===== config.mk =====
export PLATFORM = sky130hd
export DESIGN_NAME = bitwise_op_arbiter
export DESIGN_NICKNAME = d
export VERILOG_FILES = /design/src/rtl/bitwise_op_arbiter.sv
export SDC_FILE = /design/constraint.sdc
export NUM_CORES = 1
export LEC_CHECK = 0
export CORE_MARGIN = 1.5
export CORE_UTILIZATION = 43
export DETAILED_ROUTE_END_ITERATION = 10
export PLACE_DENSITY = 0.77
export SLEW_MARGIN = 15
export SYNTH_ARGS = -nofsm -noshare
export SYNTH_HDL_FRONTEND = slang
export SYNTH_SLANG_ARGS = --single-unit

===== constraint.sdc =====
create_clock -name clock -period 2.7 [get_ports clock]
set_input_delay 0.405 -clock clock [delete_from_list [all_inputs] [get_ports clock]]
set_output_delay 0.405 -clock clock [all_outputs]
set_load 0.05 [all_outputs]

===== src/rtl/bitwise_op_arbiter.sv =====
// Two-requester round-robin arbiter sharing one NOT/AND/OR/XOR unit with a one-entry result buffer.
// Define BITWISE_ARB_STATS_EN to add per-requester 16-bit grant counters.
module bitwise_op_arbiter #(
    parameter int unsigned WIDTH = 8
) (
    input  logic             clock,
    input  logic             reset,
    input  logic             io_req0_valid,
    output logic             io_req0_ready,
    input  logic [1:0]       io_req0_op,
    input  logic [WIDTH-1:0] io_req0_a,
    input  logic [WIDTH-1:0] io_req0_b,
    input  logic             io_req1_valid,
    output logic             io_req1_ready,
    input  logic [1:0]       io_req1_op,
    input  logic [WIDTH-1:0] io_req1_a,
    input  logic [WIDTH-1:0] io_req1_b,
    output logic             io_resp_valid,
    input  logic             io_resp_ready,
    output logic [WIDTH-1:0] io_resp_data,
    output logic             io_resp_id
`ifdef BITWISE_ARB_STATS_EN
    ,
    output logic [15:0]      io_grant_count0,
    output logic [15:0]      io_grant_count1
`endif
);

    logic             resp_valid_q;
    logic [WIDTH-1:0] resp_data_q;
    logic             resp_id_q;
    logic             last_grant_q;

    logic             can_accept;
    logic             grant_valid;
    logic             grant_id;
    logic             xfer;
    logic [1:0]       sel_op;
    logic [WIDTH-1:0] sel_a;
    logic [WIDTH-1:0] sel_b;
    logic [WIDTH-1:0] result;

    assign can_accept = !resp_valid_q | io_resp_ready;

    always_comb begin
        grant_valid = 1'b0;
        grant_id    = 1'b0;
        case ({io_req1_valid, io_req0_valid})
            2'b01: begin
                grant_valid = 1'b1;
                grant_id    = 1'b0;
            end
            2'b10: begin
                grant_valid = 1'b1;
                grant_id    = 1'b1;
            end
            // Under contention the requester that did not win last time goes first.
            2'b11: begin
                grant_valid = 1'b1;
                grant_id    = ~last_grant_q;
            end
            default: ;
        endcase
    end

    assign io_req0_ready = can_accept & grant_valid & ~grant_id;
    assign io_req1_ready = can_accept & grant_valid & grant_id;
    assign xfer          = can_accept & grant_valid;

    always_comb begin
        sel_op = grant_id ? io_req1_op : io_req0_op;
        sel_a  = grant_id ? io_req1_a  : io_req0_a;
        sel_b  = grant_id ? io_req1_b  : io_req0_b;
        result = '0;
        case (sel_op)
            2'd0:    result = ~sel_a;
            2'd1:    result = sel_a & sel_b;
            2'd2:    result = sel_a | sel_b;
            default: result = sel_a ^ sel_b;
        endcase
    end

    always_ff @(posedge clock or posedge reset) begin
        if (reset) begin
            resp_valid_q <= 1'b0;
            resp_data_q  <= '0;
            resp_id_q    <= 1'b0;
            last_grant_q <= 1'b1;
        end else if (xfer) begin
            resp_valid_q <= 1'b1;
            resp_data_q  <= result;
            resp_id_q    <= grant_id;
            last_grant_q <= grant_id;
        end else if (io_resp_ready) begin
            resp_valid_q <= 1'b0;
        end
    end

    assign io_resp_valid = resp_valid_q;
    assign io_resp_data  = resp_data_q;
    assign io_resp_id    = resp_id_q;

`ifdef BITWISE_ARB_STATS_EN
    logic [15:0] count0_q;
    logic [15:0] count1_q;

    always_ff @(posedge clock or posedge reset) begin
        if (reset) begin
            count0_q <= '0;
            count1_q <= '0;
        end else if (xfer) begin
            if (grant_id) count1_q <= count1_q + 16'd1;
            else          count0_q <= count0_q + 16'd1;
        end
    end

    assign io_grant_count0 = count0_q;
    assign io_grant_count1 = count1_q;
`endif

endmodule

## Word level (Yosys, flattened, before mapping)

Cells that the tools add are included.

- Bits in latches: 0
- Input bits: 41
- Logic and storage cells: 31
- ROM bits: 0
- Register bits: 11
- RAM bits: 0
- Output and inout bits: 12
- Memories kept: 0

- $add $sub $neg: 0
- Magnitude comparators: 0
- Shift operators: 0
- Bitwise gates (word level): 10
- Eq/ne operators: 5
- Div/mod/pow operators: 0
- $mul: 0
- Reductions and logical operators: 4
- Multiplexer cells: 8

Operators by type and width:

| kind | count |
|---|---|
| 8-bit case mux with 3 select lines | 1 |
| 8-bit 2-to-1 mux | 2 |
| 8-bit bitwise AND | 1 |
| 8-bit NOT | 1 |
| 8-bit OR | 1 |
| 8-bit bitwise XOR | 1 |
| 2-bit == test, second input constant | 3 |
| 2-bit by 1-bit == test with 1-bit output, second input constant | 2 |
| 1-bit bitwise AND | 3 |
| 1-bit 2-to-1 mux | 3 |
| 3-bit OR reduction | 1 |
| 2-bit logical NOT | 1 |
| 2-bit 2-to-1 mux | 1 |
| 1-bit NOT | 2 |
| 1-bit case mux with 2 select lines | 1 |
| 2-bit nonzero test | 1 |
| 1-bit logical NOT | 1 |
| 1-bit OR | 1 |

## Logic depth before layout (Yosys ltp)

- Word-level depth: 5
- Depth in mapped cells: 11

## Worst setup path before layout

No wires, ideal clock.

- Kind: register to output
- Start point: register resp_valid_q (netlist: io_resp_valid)
- End point: output port io_req1_ready
- Data required time: 2.295 ns
- Arrival time: 1.743 ns
- Slack: 0.552 ns
- Cell stages (with the launch flop): 5
- Cell sequence: dfrtp_1 nand2b_1 o21ai_0 clkbuf_1 nor2_1

- Cells in the longest elaborated chain, start to end: 4

Ends and longest elaborated chain:

| item | RTL line | source |
|---|---|---|
| from (decl) | 29 | `logic resp_valid_q;` |
| from (signal assigned) | 85 | `resp_valid_q <= 1'b0;` |
| from (signal assigned) | 90 | `resp_valid_q <= 1'b1;` |
| from (signal assigned) | 95 | `resp_valid_q <= 1'b0;` |
| 1-bit logical NOT | 43 | `assign can_accept = !resp_valid_q \| io_resp_ready;` |
| 1-bit OR | 43 |  |
| 1-bit bitwise AND (2 in a row) | 67 | `assign io_req1_ready = can_accept & grant_valid & grant_id;` |
| to (decl) | 14 | `output logic io_req1_ready,` |

No other way between the ends.

## Worst setup path after layout

- Start point: input port io_req1_valid
- End point: output port io_req1_ready

- Cells in the longest elaborated chain, start to end: 5
- Elaborated cells between the ends (all ways): 8

Ends and longest elaborated chain:

| item | RTL line | source |
|---|---|---|
| from (decl) | 13 | `input logic io_req1_valid,` |
| 2-bit == test / 2-bit by 1-bit == test with 1-bit output (equally long branches) | 48 | `case ({io_req1_valid, io_req0_valid})` |
| 3-bit OR reduction (no line) | -- |  |
| 1-bit 2-to-1 mux | 48 |  |
| 1-bit bitwise AND | 67 |  |
| 1-bit bitwise AND (*) | 67 |  |

Every way passes the cells marked *; elsewhere a longest branch is shown, timed or not.

==> report_table.html <==
<table>
<tr><th>Metric</th><th>Value</th></tr>
<tr><th colspan="2">Floorplan</th></tr>
<tr><td>Core region area</td><td>about 2800 sq um</td></tr>
<tr><td>Width of the die</td><td>a little under 60 um</td></tr>
<tr><td>Effective utilization at floorplan</td><td>0.462</td></tr>
<tr><td>Die area</td><td>roughly 3400 sq um</td></tr>
<tr><td>FP Rows</td><td>19</td></tr>
<tr><td>Y dimension of the die</td><td>just under 60 um</td></tr>
<tr><td>Count of pins on the block boundary</td><td>53</td></tr>
<tr><th colspan="2">CTS</th></tr>
<tr><td>Post-CTS setup-driven buffer insertion count</td><td>0</td></tr>
<tr><td>Clock Tree Root</td><td>sky130_fd_sc_hd__clkbuf_4</td></tr>
<tr><td>Sinks on the clock net</td><td>11</td></tr>
<tr><td>Clock latency on the worst-skew pair</td><td>roughly 0.28 ns</td></tr>
<tr><td>Maximum number of buffers from clock root to sink</td><td>2</td></tr>
<tr><td>Post-CTS clock slew at the launch and capture registers of the worst setup and hold paths</td><td>about 0.08 ns</td></tr>
<tr><td>Number of H-tree levels</td><td>1</td></tr>
<tr><td>Num CTS Buffers</td><td>3</td></tr>
<tr><td>Resized cells post-CTS</td><td>0</td></tr>
<tr><td>Post-CTS Hold Fix Bufs</td><td>0</td></tr>
<tr><td>CTS tree</td><td>done</td></tr>
<tr><th colspan="2">Setup path</th></tr>
<tr><td>Data arrival time of the critical path</td><td>about 1.8 ns</td></tr>
<tr><td>Critical Path Fanout Max</td><td>30</td></tr>
<tr><td>Setup crit start</td><td>io_req1_valid</td></tr>
<tr><td>Category of the worst setup path launch point</td><td>input port</td></tr>
<tr><td>Setup Crit Path Kind</td><td>input port to output pin</td></tr>
<tr><td>R2r startpoint</td><td>last_grant_q</td></tr>
<tr><td>Sort of element at the end of the critical path</td><td>output pin</td></tr>
<tr><td>Data required time of the critical path</td><td>2.30 ns</td></tr>
<tr><th colspan="2">Routing</th></tr>
<tr><td>Drt total wl</td><td>about 4000 um</td></tr>
<tr><td>Number of violations reported at the end of detailed-routing iteration 0</td><td>75</td></tr>
<tr><td>Count of vias placed by the detailed router</td><td>between 1500 and 2000</td></tr>
<tr><td>TritonRoute pass-1 iters</td><td>7</td></tr>
<tr><td>Residual DRC</td><td>4</td></tr>
<tr><td>Mean routed wirelength per cell</td><td>between 10 and 15 um</td></tr>
<tr><td>Number of nets with antenna violations after routing</td><td>0</td></tr>
<tr><td>Vias per std cell</td><td>roughly 5.9</td></tr>
<tr><th colspan="2">Finish</th></tr>
<tr><td>Layout Utilization</td><td>0.667</td></tr>
<tr><td># nets final</td><td>288</td></tr>
<tr><td>Final non-filler cell total</td><td>about 270</td></tr>
<tr><td>N_diodes</td><td>0</td></tr>
<tr><td>Share of final-layout standard cells stronger than drive strength 1</td><td>0.0970</td></tr>
<tr><td>Growth of design area from synthesis to finish</td><td>44.3%</td></tr>
<tr><th colspan="2">Placement</th></tr>
<tr><td>Input/output buffers</td><td>between 50 and 60</td></tr>
<tr><td>Inst Count DP</td><td>about 260</td></tr>
<tr><td>Post-DP HPWL</td><td>3030 um</td></tr>
<tr><td>Gpl congestion</td><td>roughly 0.81</td></tr>
<tr><th colspan="2">Timing</th></tr>
<tr><td>Count of pins over their slew limit</td><td>0</td></tr>
<tr><td>Aggregate negative setup slack</td><td>0 ns</td></tr>
<tr><td>Highest clock rate</td><td>about 450 MHz</td></tr>
<tr><td>Relative slew margins</td><td>0.665</td></tr>
<tr><td>Final hold violation count</td><td>0</td></tr>
<tr><td>Final worst path period share</td><td>0.819</td></tr>
<tr><td>Final Setup Violations</td><td>0</td></tr>
<tr><td>Final Skew</td><td>between 0.005 and 0.006 ns</td></tr>
<tr><td>Setup repair after global routing missed its margin</td><td>no</td></tr>
<tr><td>Min cycle time layout</td><td>2.21 ns</td></tr>
<tr><td>Least-Margin Pin Slew</td><td>0.501 ns</td></tr>
<tr><th colspan="2">Logic synthesis</th></tr>
<tr><td>Area leader, netlist</td><td>sky130_fd_sc_hd__dfrtp_1</td></tr>
<tr><td>Synthesized-area fraction occupied by ao, oa, aoi and oai cells</td><td>0.273</td></tr>
<tr><td>Unique masters post-synth</td><td>27</td></tr>
<tr><td>Area of the mapped netlist</td><td>1310 sq um</td></tr>
<tr><td>Post-Synthesis Cells</td><td>190</td></tr>
<tr><td>Synthesis Warnings</td><td>0</td></tr>
<tr><td>Adder-cell share of the synthesized area</td><td>0.0862</td></tr>
<tr><td>Number of synthesized register bits</td><td>11</td></tr>
<tr><td>Nets in the synthesized netlist</td><td>between 200 and 250</td></tr>
<tr><td>Largest family of logic cells by synthesized area</td><td>simple AND/OR/NAND/NOR gates</td></tr>
<tr><td>Portion of synthesized cell area occupied by the leading cell type</td><td>0.192</td></tr>
<tr><td>Synth Area in XOR/XNOR</td><td>0</td></tr>
<tr><td>Number of flops mapped to enable cells by yosys</td><td>0</td></tr>
<tr><td>Most frequent cells after synthesis</td><td>sky130_fd_sc_hd__nand2_1 (58), sky130_fd_sc_hd__nor3_1 (30), sky130_fd_sc_hd__a21oi_1 (15)</td></tr>
<tr><td>Post-synthesis share of cell area spent on and, or, nand and nor gates</td><td>0.323</td></tr>
<tr><td>Synthesized area per cell</td><td>roughly 6.9 sq um</td></tr>
<tr><td>Mux contribution to synthesized area</td><td>0.0287</td></tr>
<tr><td>Area contributors post-synth</td><td>sky130_fd_sc_hd__dfrtp_1 (19%), sky130_fd_sc_hd__nand2_1 (17%), sky130_fd_sc_hd__nor3_1 (11%)</td></tr>
<tr><td>Proportion of synthesized chip area in sequential cells</td><td>0.212</td></tr>
<tr><td>Fraction of registers with async set/reset</td><td>1.00</td></tr>
<tr><td>Most used flip-flop cell after synthesis</td><td>sky130_fd_sc_hd__dfrtp_1</td></tr>
<tr><td>Most frequent cell after synthesis</td><td>sky130_fd_sc_hd__nand2_1</td></tr>
<tr><th colspan="2">GRT</th></tr>
<tr><td>Number of antenna violations at the first check in global routing</td><td>0</td></tr>
<tr><td>Number of global-route vias before repair</td><td>between 1500 and 2000</td></tr>
<tr><td>Global routing usage summed across all routing layers</td><td>0.246</td></tr>
<tr><td>Largest net degree at the start of global routing</td><td>31</td></tr>
<tr><td>Global-route wire length before repair</td><td>6460 um</td></tr>
<tr><td>Overall overflow remaining after global route</td><td>0</td></tr>
<tr><th colspan="2">Status</th></tr>
<tr><td>Run status</td><td>finished with violations</td></tr>
<tr><td>Violations in the final reports</td><td>DRC</td></tr>
<tr><th colspan="2">Flow run</th></tr>
<tr><td># Max-Cap Violations</td><td>0</td></tr>
<tr><th colspan="2">Power</th></tr>
<tr><td>Peak VDD IR</td><td>roughly 180 uV</td></tr>
<tr><td>Pwr Density</td><td>436 nW/um^2</td></tr>
<tr><td>Leakage power figure</td><td>0.833 nW</td></tr>
<tr><th colspan="2">Min path</th></tr>
<tr><td>Class of the tightest hold or removal check</td><td>input port to async pin</td></tr>
</table>
[layout make-up]
class                   count  area, sq um
fillers                   259          943
clock buffers               4         26.3
multi-input cells         154          928
flip-flops and latches     11          277
well taps                  31         38.8
inverters                  12         45.0
repair buffers             56          571
[worst paths after layout]
kind,to,slack [ns],depth (start not counted)
setup / recovery,io_req1_ready,0.49,4
hold / removal,io_resp_data[3],0.42,2
setup reg to reg,io_resp_data[5],0.70,4
hold reg to reg,io_resp_id,0.48,1
max in group asynchronous,last_grant_q,1.96,2
min in group clock,io_resp_id,0.48,1
[stage by stage]
step	setup slack [ns]	area (sq um)	power, mW	hold slack, ns
final	0.488	1890	0.823	0.421
after global routing	0.426	1890	0.874	0.471
after floorplan	0.552	1310	0.522	0.257
after detailed placement	0.284	1860	0.705	0.473
after CTS	0.486	1890	0.822	0.444
after global placement	0.335	1860	0.688	0.460
[state kept, by name, summed over array words and instances (netlist names)]
signal,cells
io_resp_id,1
io_resp_data,8
io_resp_valid,1
last_grant_q,1
[worst max-delay path, stage by stage]
cell	delay [ns]
sky130_fd_sc_hd__clkdlybuf4s50_1	0.54
sky130_fd_sc_hd__a21bo_4	0.37
sky130_fd_sc_hd__nor2_1	0.31
sky130_fd_sc_hd__buf_12	0.18
[power breakdown]
part / internal (mW) / switching, mW / total (mW)
Sequential: 0.196 / 0.0208 / 0.217
Combinational: 0.202 / 0.285 / 0.486
Clock: 0.0573 / 0.0620 / 0.119
Total: 0.455 / 0.368 / 0.823
[cells in the final DEF (no fill, tap or decap), types with 2 or more instances in the layout]
cell and instances:
sky130_fd_sc_hd__buf_4 4, sky130_fd_sc_hd__or3_1 2, sky130_fd_sc_hd__a21o_1 2, sky130_fd_sc_hd__ha_1 9, sky130_fd_sc_hd__nor2_1 5, sky130_fd_sc_hd__o22ai_1 7
sky130_fd_sc_hd__nand3_1 2, sky130_fd_sc_hd__a2111oi_2 7, sky130_fd_sc_hd__clkbuf_4 3, sky130_fd_sc_hd__clkdlybuf4s50_1 50, sky130_fd_sc_hd__a21oi_1 15, sky130_fd_sc_hd__nor3_1 30
sky130_fd_sc_hd__dfrtp_1 10, sky130_fd_sc_hd__nand2_1 58, sky130_fd_sc_hd__buf_12 2, sky130_fd_sc_hd__inv_1 12, sky130_fd_sc_hd__o31ai_1 7
[layer usage]
metal	part of all wire	global-route usage
met2	0.51	0.455
met3	0.075	0.0446
met4	0.013	0.0864
met5	0	0
met1	0.40	0.280
[logic make-up (layout without fill, tap and decap cells)]
group	count (synthesis)	count (layout)
simple gates	99	99
compound gates	44	44
buf+inv	25	72
flops	11	11
fa+ha+maj	9	9
mux	2	2
Power figures use the tool's default switching activity.
